## src/rtl/instruction_fetch.sv

```systemverilog
// Instruction fetch sequencer: fetches one word, holds it for execution,
// then advances to PC+4 or redirects to a branch target.
// Optional feature macro: FETCH_MISALIGN_TRAP_EN -- when defined, a redirect
// to a non-word-aligned target halts the fetcher with fetch_fault raised;
// when undefined, the target's low two bits are cleared and fetch_fault is 0.
module instruction_fetch #(
  parameter logic [31:0] RESET_PC = 32'h0000_0000
) (
  input  logic        clk,
  input  logic        rst,
  output logic        mem_req,
  output logic [31:0] mem_addr,
  input  logic        mem_ack,
  input  logic [31:0] mem_rdata,
  output logic [31:0] instruction,
  output logic [31:0] program_counter,
  output logic        instr_valid,
  output logic        auipc_enable_n,
  input  logic        exec_done,
  input  logic        branch_taken,
  input  logic [31:0] branch_target,
  output logic        fetch_fault
);

  localparam logic [6:0]  OPCODE_AUIPC = 7'b0010111;
  localparam logic [31:0] NOP_WORD     = 32'h0000_0013;

  typedef enum logic [1:0] {
    FETCH   = 2'b00,
    EXECUTE = 2'b01,
    HALT    = 2'b10
  } state_t;

  state_t      state_r, state_s;
  logic [31:0] pc_r, pc_s;
  logic [31:0] instruction_r, instruction_s;
  logic [31:0] program_counter_r, program_counter_s;
  logic        mem_req_r, mem_req_s;
  logic        instr_valid_r, instr_valid_s;
  logic        auipc_enable_n_r, auipc_enable_n_s;
  logic        fetch_fault_r, fetch_fault_s;

  // Next-state, next-PC and next-output decode; outputs are precomputed so
  // they can be driven straight from flops.
  always_comb begin
    state_s           = state_r;
    pc_s              = pc_r;
    instruction_s     = instruction_r;
    program_counter_s = program_counter_r;
    case (state_r)
      FETCH: begin
        if (mem_ack) begin
          state_s           = EXECUTE;
          instruction_s     = mem_rdata;
          program_counter_s = pc_r;
        end else begin
          state_s = FETCH;
        end
      end
      EXECUTE: begin
        if (exec_done) begin
          if (branch_taken) begin
`ifdef FETCH_MISALIGN_TRAP_EN
            if (branch_target[1:0] != 2'b00) begin
              state_s = HALT;
            end else begin
              pc_s    = branch_target;
              state_s = FETCH;
            end
`else
            pc_s    = {branch_target[31:2], 2'b00};
            state_s = FETCH;
`endif
          end else begin
            pc_s    = pc_r + 32'd4;
            state_s = FETCH;
          end
        end else begin
          state_s = EXECUTE;
        end
      end
      HALT: begin
        state_s = HALT;
      end
      default: begin
        // Unreachable encoding: restart fetching at the current PC.
        state_s = FETCH;
      end
    endcase

    mem_req_s     = (state_s == FETCH);
    instr_valid_s = (state_s == EXECUTE);
    if ((state_s == EXECUTE) && (instruction_s[6:0] == OPCODE_AUIPC)) begin
      auipc_enable_n_s = 1'b0;
    end else begin
      auipc_enable_n_s = 1'b1;
    end
`ifdef FETCH_MISALIGN_TRAP_EN
    fetch_fault_s = (state_s == HALT);
`else
    fetch_fault_s = 1'b0;
`endif
  end

  // State, PC, latched instruction and registered output flags.
  always_ff @(posedge clk or posedge rst) begin
    if (rst) begin
      state_r           <= FETCH;
      pc_r              <= RESET_PC;
      instruction_r     <= NOP_WORD;
      program_counter_r <= RESET_PC;
      mem_req_r         <= 1'b1;
      instr_valid_r     <= 1'b0;
      auipc_enable_n_r  <= 1'b1;
      fetch_fault_r     <= 1'b0;
    end else begin
      state_r           <= state_s;
      pc_r              <= pc_s;
      instruction_r     <= instruction_s;
      program_counter_r <= program_counter_s;
      mem_req_r         <= mem_req_s;
      instr_valid_r     <= instr_valid_s;
      auipc_enable_n_r  <= auipc_enable_n_s;
      fetch_fault_r     <= fetch_fault_s;
    end
  end

  assign mem_req         = mem_req_r;
  assign mem_addr        = pc_r;
  assign instruction     = instruction_r;
  assign program_counter = program_counter_r;
  assign instr_valid     = instr_valid_r;
  assign auipc_enable_n  = auipc_enable_n_r;
`ifdef FETCH_MISALIGN_TRAP_EN
  assign fetch_fault     = fetch_fault_r;
`else
  assign fetch_fault     = 1'b0;
`endif

endmodule

```

## config.mk

```make
export PLATFORM = sky130hd
export DESIGN_NAME = instruction_fetch
export DESIGN_NICKNAME = d
export VERILOG_FILES = /design/src/rtl/instruction_fetch.sv
export SDC_FILE = /design/constraint.sdc
export NUM_CORES = 1
export LEC_CHECK = 0
export CELL_PAD_IN_SITES_DETAIL_PLACEMENT = 1
export CELL_PAD_IN_SITES_GLOBAL_PLACEMENT = 2
export CORE_ASPECT_RATIO = 1.25
export CORE_MARGIN = 2
export CORE_UTILIZATION = 27
export CTS_CLUSTER_SIZE = 16
export DETAILED_ROUTE_END_ITERATION = 7
export PLACE_DENSITY = 0.76
export REMOVE_ABC_BUFFERS = 1
export SETUP_SLACK_MARGIN = 0.5
export SKIP_LAST_GASP = 1
export SYNTH_ARGS = -nofsm -noshare
export SYNTH_HDL_FRONTEND = slang
export SYNTH_SLANG_ARGS = --single-unit
export TNS_END_PERCENT = 50
```

## constraint.sdc

```tcl
create_clock -name clk -period 3.2 [get_ports clk]
set_input_delay 0.32 -clock clk [delete_from_list [all_inputs] [get_ports clk]]
set_output_delay 0.32 -clock clk [all_outputs]
set_load 0.01 [all_outputs]
```

* After elaboration in Yosys (flattened, before gate mapping)
Index checks and enable logic that the tools add are counted.
** Storage, ports and cells
- Bits in registers :: 101
- Bits of input ports :: 69
- Logic and storage cells :: 25
** Operators by class
- Multiplexer cells :: 7
- Reduce and logical (&&, ||, !) cells :: 5
- $add $sub $neg :: 1
- Equality and inequality tests :: 4
** Operator list (number)
- adder 32 x 3 -> 32 bit, second input constant :: 1
- two-way mux 32 bit :: 1
- two-way mux 7 bit :: 2
- equality test 7 x 5 -> 1 bit, second input constant :: 1
- case mux 2 bit (3 select lines) :: 1
- equality test 2 x 1 -> 1 bit, second input constant :: 2
- logical NOT 2 bit :: 2
- AND reduction 2 bit :: 2
- two-way mux 1 bit :: 3
- equality test 2 bit, second input constant :: 1
- logical AND 1 bit :: 1

* Longest topological paths before layout
- Depth in word-level cells :: 5
- Gate-level depth with buffers :: 6
- Gate-level depth less buffers :: 5

* Worst setup path after synthesis
OpenSTA, ideal clock, no wires.
- Path kind :: register to register
- Start :: register pc_r[2] (netlist: mem_addr[2])
- End :: register pc_r[30] (netlist: mem_addr[30])
- Arrival :: 1.977 ns
- Cell stages (with the launch flop) :: 6
- Library setup time :: 0.069 ns
- Buffers on the path :: 0
- Required time :: 3.131 ns
- Clock period less this slack :: 2.046 ns
- Slack :: 1.154 ns
- Path through :: dfrtp_1 ha_1 nand4_1 or4_1 or4_1 nand3_1
** Between the ends
- Cells in the longest elaborated chain, start to end :: 2
** RTL lines
- from (decl) :: line 35 : logic [31:0] pc_r, pc_s;
- from (signal assigned) :: line 118 : pc_r <= pc_s;
- adder 32 x 3 -> 32 bit :: line 75 : pc_s = pc_r + 32'd4;
- two-way mux 32 bit :: line 62 : if (branch_taken) begin
Every way passes these cells.
A chain may end at the register's enable or synchronous reset.

* Worst setup path in the final report
Ends and elaborated chain as after synthesis.

==> metrics <==
initial antenna violation count=0; Final Slew Violations=0; critical path's top delay family=simple AND/OR/NAND/NOR gates; RSZ-0062 raised after global routing=false; number of global-route vias before repair=4458; number of synthesized flops with an enable pin=0; Die H=152 um; count of cells resized by post-cts repair=0; Placed Cells=797; Hold Path Class=in -> reg; TritonCTS buffer count=9; # fillers=1943; Yosys warning count=0; vias=4145; I/O pin count=169; minimum clock period=2.34 ns; crit path buf inv count=0; fmax=426 MHz; Post-synth top flop=dfrtp_1; maximum number of pins on one net before global-route repair=63; post-route setup TNS=0 ns; busiest layer in global routing=met2; GR Util All Layers=16.8%; post-route ant nets=0; reg2reg end=mem_addr[30]; initial detailed-routing violation count=159; Reg clk slew, reported paths=0.07 ns; met2 usage=28.1%; reg2reg setup slack=0.86 ns; Combinational Power Share=36.0%; static leakage=2.65 nW; r2r startpoint=mem_addr[2]; wire length per cell=18.5 um; post-detail-place hpwl=10.9 mm; Die X=122 um; Flop pwr share=40.5%; final wirelength=15.0 mm; Final GP Congestion=0.779; most common cell after layout, fill and taps aside=clkdlybuf4s50_1; Peak VDD IR=0.000289 V; Synth top area share=48.7%; floorplan core area=17300 sq um; GR Overflow Total=0; clock power share=23.5%; final core occ=39.6%; crit-path max FO=8; Worst setup EP type=flip-flop; Area growth syn-to-layout=45.1%; Clk Latency, worst-skew pair=0.35 ns; Final Hold Viols=0; Max Cap Violations=0; status=complete, no violations; CTS sink cnt=97; clk_skew=0.00924 ns; Worst Setup Start Kind=flip-flop; FP Rows=54; number of diodes=0; Critical path origin=mem_addr[2]; Pwr per Cell Area=696 nW/um^2; TritonRoute pass-1 iters=4; residual DRC count=0; fin crit share=73.3%; via/cell ratio=5.10; relative slew slack=45.7%; most frequent cells in the layout=160 x clkdlybuf4s50_1, 92 x dfrtp_1, 62 x mux2_2; synthesized cell area=4730 sq um; Critical Path AT=2.63 ns; CTS root buf=clkbuf_16; CTS tree=built; Starting Density=27.3%; Synth area leaders=dfrtp_1 49%, mux2_2 15%, dfstp_2 2.8%, a21oi_1 2.4%, nand3_1 2.2%; CP required=3.49 ns; Critical Path Stages=5; first-pass GRT wire length=24.5 mm; synthesis-stage register bit count=97; # Post-CTS Setup Buffers=0; Most common cell on crit path=or4_1; Setup crit end=mem_addr[30]; final std cells w/o fill=813; Hold-fix buffers, CTS=0; critical-path cell list=ha_1, nand4_1, or4_1, or4_1, nand3_1; Clock H-tree levels=3; Sw Share=32.3%; Mapped Cells=434; share of layout cells above drive strength 1=17.8%; syn_area_per_cell=10.9 sq um; slowest cell delay on critical path=0.61 ns; DIE AREA=18600 sq um; clock buffer depth=2; met1 GRT Util=20.0%; Setup violations, final=0; Switch Pwr=1.54 mW; nets@finish=654; r2r worst-path depth=5; crit path kind=reg -> reg; Async SR Flop Fraction=100%; Distinct cells, synth=57; Design Power=4.77 mW; Critical-path top delay cell=or4_1; Worst-Margin Slew=0.807 ns; Yosys top cell by area=dfrtp_1; PortBufs=161; internal power=3.23 mW; sequential share of the synthesized area=51.5%; grt met3 use=6.04%
[tightest hold or removal path: cells and delay by family]
| family | cells | cell delay, ns |
|---|---|---|
| buffers and inverters | 1 | 0.21 |
| AND/OR/NAND/NOR | 2 | 0.16 |
[logic make-up after synthesis]
kind of cell,Yosys count,share of synthesized area [%]
compound gates,86,12.1
fa+ha+maj,1,0.265
buf+inv,50,4.71
flops,97,51.5
mux,66,15.6
other cells,1,0.0793
simple gates,133,15.7
[cells in the mapped netlist, types with 3 or more instances]
cell type  count
nor3_1        11
a2bb2oi_1      3
o41ai_1        4
dfstp_2        5
o22ai_1        4
nand4_1       13
buf_2         13
o21ai_0       16
buf_1          4
mux2_2        62
a31oi_1        7
inv_1          9
a211oi_1       4
nor4_1         7
clkbuf_1      18
nand3_1       21
and3_1         8
nor2_1        17
or4_1          8
dfrtp_1       92
or3_1          8
a311oi_1       3
nand2_1       21
a21oi_1       23
mux2i_1        4
nand3b_1       3
buf_4          5
o211ai_1       5
[registers in the layout, indices dropped and copies added (netlist names)]
register,cells
mem_req,1
auipc_enable_n,1
instruction,32
state_r,2
mem_addr,30
instr_valid,1
program_counter,30
[layout make-up]
cell class                 instances  area [sq um]  area share, %
inverter                          10          40.0          0.584
clock inverter                     7          75.1           1.09
clock buffer                       9           225           3.28
tap                              224           280           4.09
timing repair buffer             175          1710           25.0
multi-input combinational        291          2090           30.5
sequential                        97          2430           35.5
[worst min path at each step]
| stage | start | end | slack, ns | depth (start not counted) |
|---|---|---|---|---|
| after floorplan | exec_done | instr_valid | 0.42 | 1 |
| after global placement | program_counter[30] | program_counter[30] | 0.49 | 1 |
| after detailed placement | instruction[14] | instruction[14] | 0.50 | 1 |
| after CTS | branch_taken | mem_addr[2] | 0.37 | 3 |
| after global routing | branch_taken | mem_addr[2] | 0.38 | 3 |
| final | branch_taken | mem_addr[2] | 0.38 | 3 |
[stage by stage]
step / hold slack, ns / instance area [sq um] / setup slack [ns]
floorplan: 0.418 / 4560 / -3.19
global placement: 0.488 / 6560 / 0.792
detailed placement: 0.495 / 6560 / 0.776
CTS: 0.366 / 6860 / 0.859
global route: 0.382 / 6860 / 0.751
finish: 0.382 / 6860 / 0.855
[metal layers]
metal / routed length (um) / up-vias
met4: 253 / 0
met5: 0 / -
li1: - / 1911
met1: 5930 / 2094
met3: 1150 / 14
met2: 7680 / 126
[power by group through the flow]
| stage | logic, mW | registers (mW) | clock network [mW] |
|---|---|---|---|
| final | 1.72 | 1.93 | 1.12 |
| after global routing | 1.86 | 2.01 | 1.22 |
| after CTS | 1.75 | 1.95 | 1.17 |
| after detailed placement | 1.73 | 1.96 | 0 |
| after global placement | 1.70 | 1.93 | 0 |
| after floorplan | 0.572 | 2.05 | 0 |
No activity file was read; power rests on OpenSTA's default activity.
